===== config.mk =====
export PLATFORM = sky130hd
export DESIGN_NAME = ecall_io_unit
export DESIGN_NICKNAME = d
export VERILOG_FILES = /design/src/rtl/ecall_io_unit.sv
export SDC_FILE = /design/constraint.sdc
export NUM_CORES = 1
export LEC_CHECK = 0
export BUFFER_PORTS_ARGS = -buffer_cell sky130_fd_sc_hd__buf_2
export CAP_MARGIN = 30
export CELL_PAD_IN_SITES_DETAIL_PLACEMENT = 1
export CELL_PAD_IN_SITES_GLOBAL_PLACEMENT = 2
export CORE_AREA = 2 2 143 145
export CTS_BUF_LIST = sky130_fd_sc_hd__clkbuf_4
export CTS_CLUSTER_SIZE = 14
export DETAILED_ROUTE_END_ITERATION = 10
export DIE_AREA = 0 0 145 147
export PLACE_DENSITY = 0.67
export RECOVER_POWER = 100
export SLEW_MARGIN = 20
export SYNTH_ARGS = -nofsm -noshare
export SYNTH_HDL_FRONTEND = slang
export SYNTH_SLANG_ARGS = --single-unit

===== constraint.sdc =====
create_clock -name clk -period 5.1 [get_ports clk]
set_input_delay 0.51 -clock clk [delete_from_list [all_inputs] [get_ports clk]]
set_output_delay 0.51 -clock clk [all_outputs]
set_load 0.01 [all_outputs]

===== src/rtl/ecall_io_unit.sv =====
// Environment-call service unit: decodes the ECALL service number, drives board I/O,
// stalls the pipeline while busy and writes a0 back for the read-int service.
module ecall_io_unit #(
  parameter int SW_W      = 16,
  parameter int LED_W     = 16,
  parameter int DB_CYCLES = 16
) (
  input  logic              clk,
  input  logic              rst,
  input  logic              ecall_valid,
  input  logic [31:0]       a7_data,
  input  logic [31:0]       a0_data,
  input  logic [SW_W-1:0]   switch_data,
  input  logic              conf_btn,
  output logic              stall,
  output logic              reg_write,
  output logic [4:0]        reg_waddr,
  output logic [31:0]       reg_wdata,
  output logic [31:0]       seg_data,
  output logic [LED_W-1:0]  led_data,
  output logic              halt,
  output logic              ecall_done
);

  localparam int CNT_W = (DB_CYCLES > 1) ? $clog2(DB_CYCLES) : 1;
  localparam logic [CNT_W-1:0] CNT_LAST = CNT_W'(DB_CYCLES - 1);

  typedef enum logic [2:0] {
    IDLE, EXEC, WAIT_REL, WAIT_PRESS, WRITE, DONE, HALT
  } state_t;

  state_t           state;
  logic             btn_p0, btn_p1;
  logic             btn_stable, press;
  logic [CNT_W-1:0] db_cnt;
  logic [31:0]      svc, arg;

  // Synchronizer (p0/p1) then debounce; press pulses for one cycle on a stable 0->1 flip.
  always_ff @(posedge clk) begin
    if (rst) begin
      btn_p0     <= 1'b0;
      btn_p1     <= 1'b0;
      btn_stable <= 1'b0;
      db_cnt     <= '0;
      press      <= 1'b0;
    end else begin
      btn_p0 <= conf_btn;
      btn_p1 <= btn_p0;
      press  <= 1'b0;
      if (btn_p1 != btn_stable) begin
        if (db_cnt == CNT_LAST) begin
          btn_stable <= btn_p1;
          db_cnt     <= '0;
          press      <= btn_p1;
        end else begin
          db_cnt <= db_cnt + 1'b1;
        end
      end else begin
        db_cnt <= '0;
      end
    end
  end

  // Service FSM; reg_write and ecall_done are raised on entry to WRITE and DONE.
  always_ff @(posedge clk) begin
    if (rst) begin
      state      <= IDLE;
      seg_data   <= '0;
      led_data   <= '0;
      halt       <= 1'b0;
      reg_write  <= 1'b0;
      reg_wdata  <= '0;
      ecall_done <= 1'b0;
    end else begin
      reg_write  <= 1'b0;
      ecall_done <= 1'b0;
      case (state)
        IDLE: begin
          if (ecall_valid) begin
            svc   <= a7_data;
            arg   <= a0_data;
            state <= EXEC;
          end
        end
        EXEC: begin
          case (svc)
            32'd1: begin
              seg_data   <= arg;
              ecall_done <= 1'b1;
              state      <= DONE;
            end
            32'd34: begin
              led_data   <= arg[LED_W-1:0];
              ecall_done <= 1'b1;
              state      <= DONE;
            end
            32'd5:  state <= WAIT_REL;
            32'd10: begin
              halt  <= 1'b1;
              state <= HALT;
            end
            default: begin
              ecall_done <= 1'b1;
              state      <= DONE;
            end
          endcase
        end
        WAIT_REL: begin
          // A button still held from an earlier read must be released first.
          if (!btn_stable) state <= WAIT_PRESS;
        end
        WAIT_PRESS: begin
          if (press) begin
            reg_wdata <= 32'(switch_data);
            reg_write <= 1'b1;
            state     <= WRITE;
          end
        end
        WRITE: begin
          ecall_done <= 1'b1;
          state      <= DONE;
        end
        DONE:    state <= IDLE;
        HALT:    state <= HALT;
        default: state <= IDLE;
      endcase
    end
  end

  assign stall     = (state == IDLE) ? ecall_valid : (state != DONE);
  assign reg_waddr = 5'd10;

endmodule


## Word level (Yosys, flattened, before mapping)

Cells that the tools add are included.

- Bits in registers: 142
- Latch bits: 0
- Memory bits (writable): 0
- Memory bits (read-only): 0
- Input port bits: 84
- Memories kept: 0

- Add/subtract/negate cells: 1
- $mul: 0
- Divide/modulo/power cells: 0
- $lt $le $gt $ge: 0
- Equality and inequality tests: 15
- Shift-type cells: 0
- Muxes and demuxes: 9
- Bitwise gates (word level): 4
- Reduce and logical (&&, ||, !) cells: 12

Operators with widths:

| operator | count |
|---|---|
| $eq A32 B1 Y1 const B | 1 |
| $eq A32 B3 Y1 const B | 1 |
| $eq A32 B4 Y1 const B | 1 |
| $eq A32 B6 Y1 const B | 1 |
| $pmux W3 S6 | 1 |
| $reduce_and A2 Y1 | 5 |
| $mux W3 | 3 |
| $eq A3 B2 Y1 const B | 2 |
| $eq A3 B3 Y1 const B | 2 |
| $ne A2 B2 Y1 const B | 3 |
| $pmux W3 S2 | 1 |
| $reduce_and A3 Y1 | 2 |
| $reduce_or A3 Y1 | 2 |
| $add A4 B1 Y4 const B | 1 |
| $eq A4 B4 Y1 const B | 1 |
| $not A1 Y1 | 4 |
| $reduce_or A2 Y1 | 2 |
| $eq A3 B1 Y1 const B | 1 |
| $logic_not A3 Y1 | 1 |
| $mux W1 | 3 |
| $ne A3 B3 Y1 const B | 1 |
| $pmux W1 S2 | 1 |
| $ne A1 B1 Y1 | 1 |

## Longest topological paths before layout

- Word-level depth: 4
- Mapped depth: 8
- Depth with buffers taken out: 4

## Least setup slack after synthesis

Ideal clock, no wire load.

- Kind: input-to-reg
- Start point: input rst
- End point: register arg[0], enable pin
- Library setup time: 429 ps
- Data arrival time: 2547 ps
- Required time: 4671 ps
- Setup slack: 2124 ps
- Stages on the path: 4
- Buffers on the path: 2
- Cells stage by stage: clkbuf_1 clkbuf_1 nor2_1 and3_1

- Longest elaborated chain between the ends: 2

RTL lines:

| what | RTL line | RTL |
|---|---|---|
| start, declared | 9 | `input logic rst,` |
| $not A1 Y1 (no source line) | n/a |  |
| $reduce_and A3 Y1 (no source line) | n/a |  |
| end signal, assigned | 81 | `arg <= a0_data;` |
| end, declared | 36 | `logic [31:0] svc, arg;` |

No other way between the ends.
A chain may end at the register's enable or synchronous reset.

## Final worst setup path

- Start point: register state[1]
- End point: register svc[25], enable pin

- Longest elaborated chain between the ends: 2

RTL lines:

| what | RTL line | RTL |
|---|---|---|
| start, declared | 32 | `state_t state;` |
| start signal, assigned | 67 | `state <= IDLE;` |
| start signal, assigned | 82 | `state <= EXEC;` |
| start signal, assigned | 90 | `state <= DONE;` |
| $logic_not A3 Y1 | 77 | `case (state)` |
| $reduce_and A3 Y1 (no source line) | n/a |  |
| end signal, assigned | 80 | `svc <= a7_data;` |
| end, declared | 36 |  |

No other way between the ends.

==> impl_metrics.tcl <==
set metrics [dict create \
    status "complete, but fails checks" \
    violations "capacitance limit, slew limit" \
    rsz0062_at_grt "false" \
    maxCapViolCount 1 \
    end_kind "flip-flop" \
    synth_area_um2 5470 \
    p_per_area_nw_per_um2 315 \
    via_per_inst 4.19 \
    antenna_found_initial 2 \
    ir_drop_v 0.000150 \
    die_h_um 147 \
    grt_overflow 0 \
    crit_type "flip-flop to flip-flop" \
    setup_violations 0 \
    setup_tns_ns 0 \
    hp-class "primary input to flip-flop" \
    seq_area_frac_synth_pct 63.7 \
    hold_violations 0 \
    required_ns 5.30 \
    skew_ns 0.0207 \
    clk_path_buf_depth 2 \
    cts.htree.levels 4 \
    final_common_cell "nand2b_1" \
    drt_iter0_drc 129 \
    cts-buffers-inserted 17 \
    tightest_slew_ns 1.66 \
    grt_pass1_vias 3894 \
    grt_pass1_wl_um 19600 \
    fin_crit_sh_pct 65.5 \
    relSlewSlack_pct -11.0 \
    postCtsSetupRepairBufs 0 \
    power.total_mw 2.06 \
    grt_max_degree 109 \
    timing.final.crit_period_ns 3.34 \
    yosysWarnings 0 \
    design.core.area_um2 19800 \
    gp_congestion 0.722 \
    top_level_ports 173 \
    p_switching_mw 0.470 \
    worstPathArrival_ns 3.54 \
    cts_tree "yes" \
    dieArea_um2 21300 \
    worst_hold_slack_ns 0.147 \
    io_buffer_count 151 \
    sequentialPowerShare_pct 60.5 \
    ant_nets 0 \
    wirelength_um 12400 \
    firstDrtPassIters 4 \
    cts_resized 0 \
    initial_core_util_pct 27.6 \
    synthToLayoutAreaGrowth_pct 19.5 \
    rows 52 \
    comb_power_share_pct 5.6 \
    clk_latency_ns 0.53 \
    ys_seq_elements 142 \
    layout_common_cells "nand2b_1, dfxtp_1, buf_2" \
    cell_internal_pwr_mw 1.59 \
    drc 0 \
    fmax_mhz 299 \
    syn_avg_cell_area_um2 12.6 \
    syn_inst 435 \
    die_w_um 145 \
    critPathLaunchType "flip-flop" \
    clkPwrFrac_pct 33.9 \
    cts_hold_buf 0 \
    clk_root_buffer_cell "clkbuf_4" \
    cts.sinks 142 \
    leakagePower_nw 2.25 \
    clkTransAtPathRegs_ns 0.12 \
    yosysUniqueCellTypes 39 \
    p_sw_share_pct 22.8 \
    preCtsSetupSlack_ns 2.82 \
    drive_above_1_share_pct 19.7 \
    nNetsFinal 671 \
    final.setup.worst_slack_ns 1.76 \
    grt.total_usage_pct 11.8 \
    routedWlPerCell_um 14.2 \
    slew_violations 31 \
    post-dp-hpwl_um 8850 \
    critPathMaxFanout 30 \
    vias 3650 \
]
==> worst max-delay path, stage by stage (launching register included) <==
cell      delay, ns
dfxtp_1        0.43
nor2_1         0.20
and3_1         0.64
clkbuf_1       1.26
buf_4          0.48
==> synthesized netlist by cell type <==
cell type / number / area share, %
nand2b_1: 82 / 9.4
dfxtp_1: 78 / 29
edfxtp_1: 64 / 35
mux2i_1: 49 / 9.0
nand2_1: 36 / 2.5
buf_4: 21 / 2.9
a21oi_1: 18 / 1.6
clkbuf_1: 15 / 1.0
nor2_1: 10 / 0.69
nor3_1: 6 / 0.55
nor2b_1: 5 / 0.57
nor4_2: 5 / 1.1
o21ai_0: 5 / 0.46
buf_6: 4 / 0.82
nand3_1: 4 / 0.37
and3_1: 3 / 0.34
buf_2: 2 / 0.18
conb_1: 2 / 0.14
nor4_4: 2 / 0.78
nor4b_1: 2 / 0.32
nor4bb_1: 2 / 0.37
o21ai_1: 2 / 0.18
xnor2_1: 2 / 0.32
a211oi_1: 1 / 0.14
a21o_1: 1 / 0.14
a41oi_1: 1 / 0.16
and2_1: 1 / 0.11
buf_1: 1 / 0.069
ha_1: 1 / 0.23
inv_2: 1 / 0.069
nand3_4: 1 / 0.32
nand4_1: 1 / 0.11
nand4_2: 1 / 0.23
nand4b_1: 1 / 0.16
nor3_4: 1 / 0.30
o21ba_1: 1 / 0.18
o32ai_1: 1 / 0.16
or4_1: 1 / 0.14
xor2_1: 1 / 0.16
==> per-layer routing <==
layer  vias up  share of wire, %  wire length [um]  global-route usage (%)
met5         -                 0                 0                       0
met4         0               1.4               172                    4.95
met3         8               5.5               675                    3.85
met2       115                50              6240                    20.7
met1      1760                43              5280                    13.1
li1       1767                 -                 -                       -
==> power groups by stage <==
stage | registers, mW | clock network, mW | logic (mW)
floorplan | 1.27 | 0 | 0.0800
CTS | 1.25 | 0.739 | 0.123
detailed placement | 1.27 | 0 | 0.123
global route | 1.25 | 0.786 | 0.129
global placement | 1.27 | 0 | 0.117
finish | 1.24 | 0.697 | 0.116
==> registers in the layout, indices dropped and copies added, names as in the netlist <==
| signal | count |
|---|---|
| arg | 32 |
| reg_write | 1 |
| state | 3 |
| svc | 32 |
| reg_wdata | 16 |
| btn_p1 | 1 |
| btn_stable | 1 |
| led_data | 16 |
| btn_p0 | 1 |
| halt | 1 |
| db_cnt | 4 |
| seg_data | 32 |
| ecall_done | 1 |
| press | 1 |
==> stage by stage <==
step                util [%]  cells  cell area [um2]
CTS                     33.7    869             6680
detailed placement      32.3    837             6420
global route            32.9    872             6540
global placement        32.2    835             6380
floorplan                  -    454             5540
finish                  32.9    872             6540
==> path summary, 6_finish.rpt <==
kind,start,to,slack (ns),cells past startpoint
setup / recovery,state[1],svc[25],1.76,4
hold / removal,a7_data[18],svc[18],0.15,1
setup reg to reg,state[1],svc[25],1.76,4
hold reg to reg,btn_p0,btn_p1,0.45,1
==> final cells by class <==
cell class                 count  area, um2
antenna                        3       7.51
clock buffer                  22        165
clock inverter                10       98.8
fill                        2242      13300
inverter                       1       3.75
multi-input combinational    268       1750
sequential                   142       3480
tap                          270        338
timing repair buffer         156        693
==> cell families after synthesis <==
kind of cell	Yosys count	share of synthesized area, %
AO/OA/AOI/OAI	30	3.07
XOR/XNOR	3	0.481
adder cells (fa/ha/maj)	1	0.229
buffers and inverters	44	5.06
flip-flops	142	63.7
multiplexers	49	8.97
other	2	0.137
AND/OR/NAND/NOR	164	18.4
No activity file was read; power rests on OpenSTA's default activity.
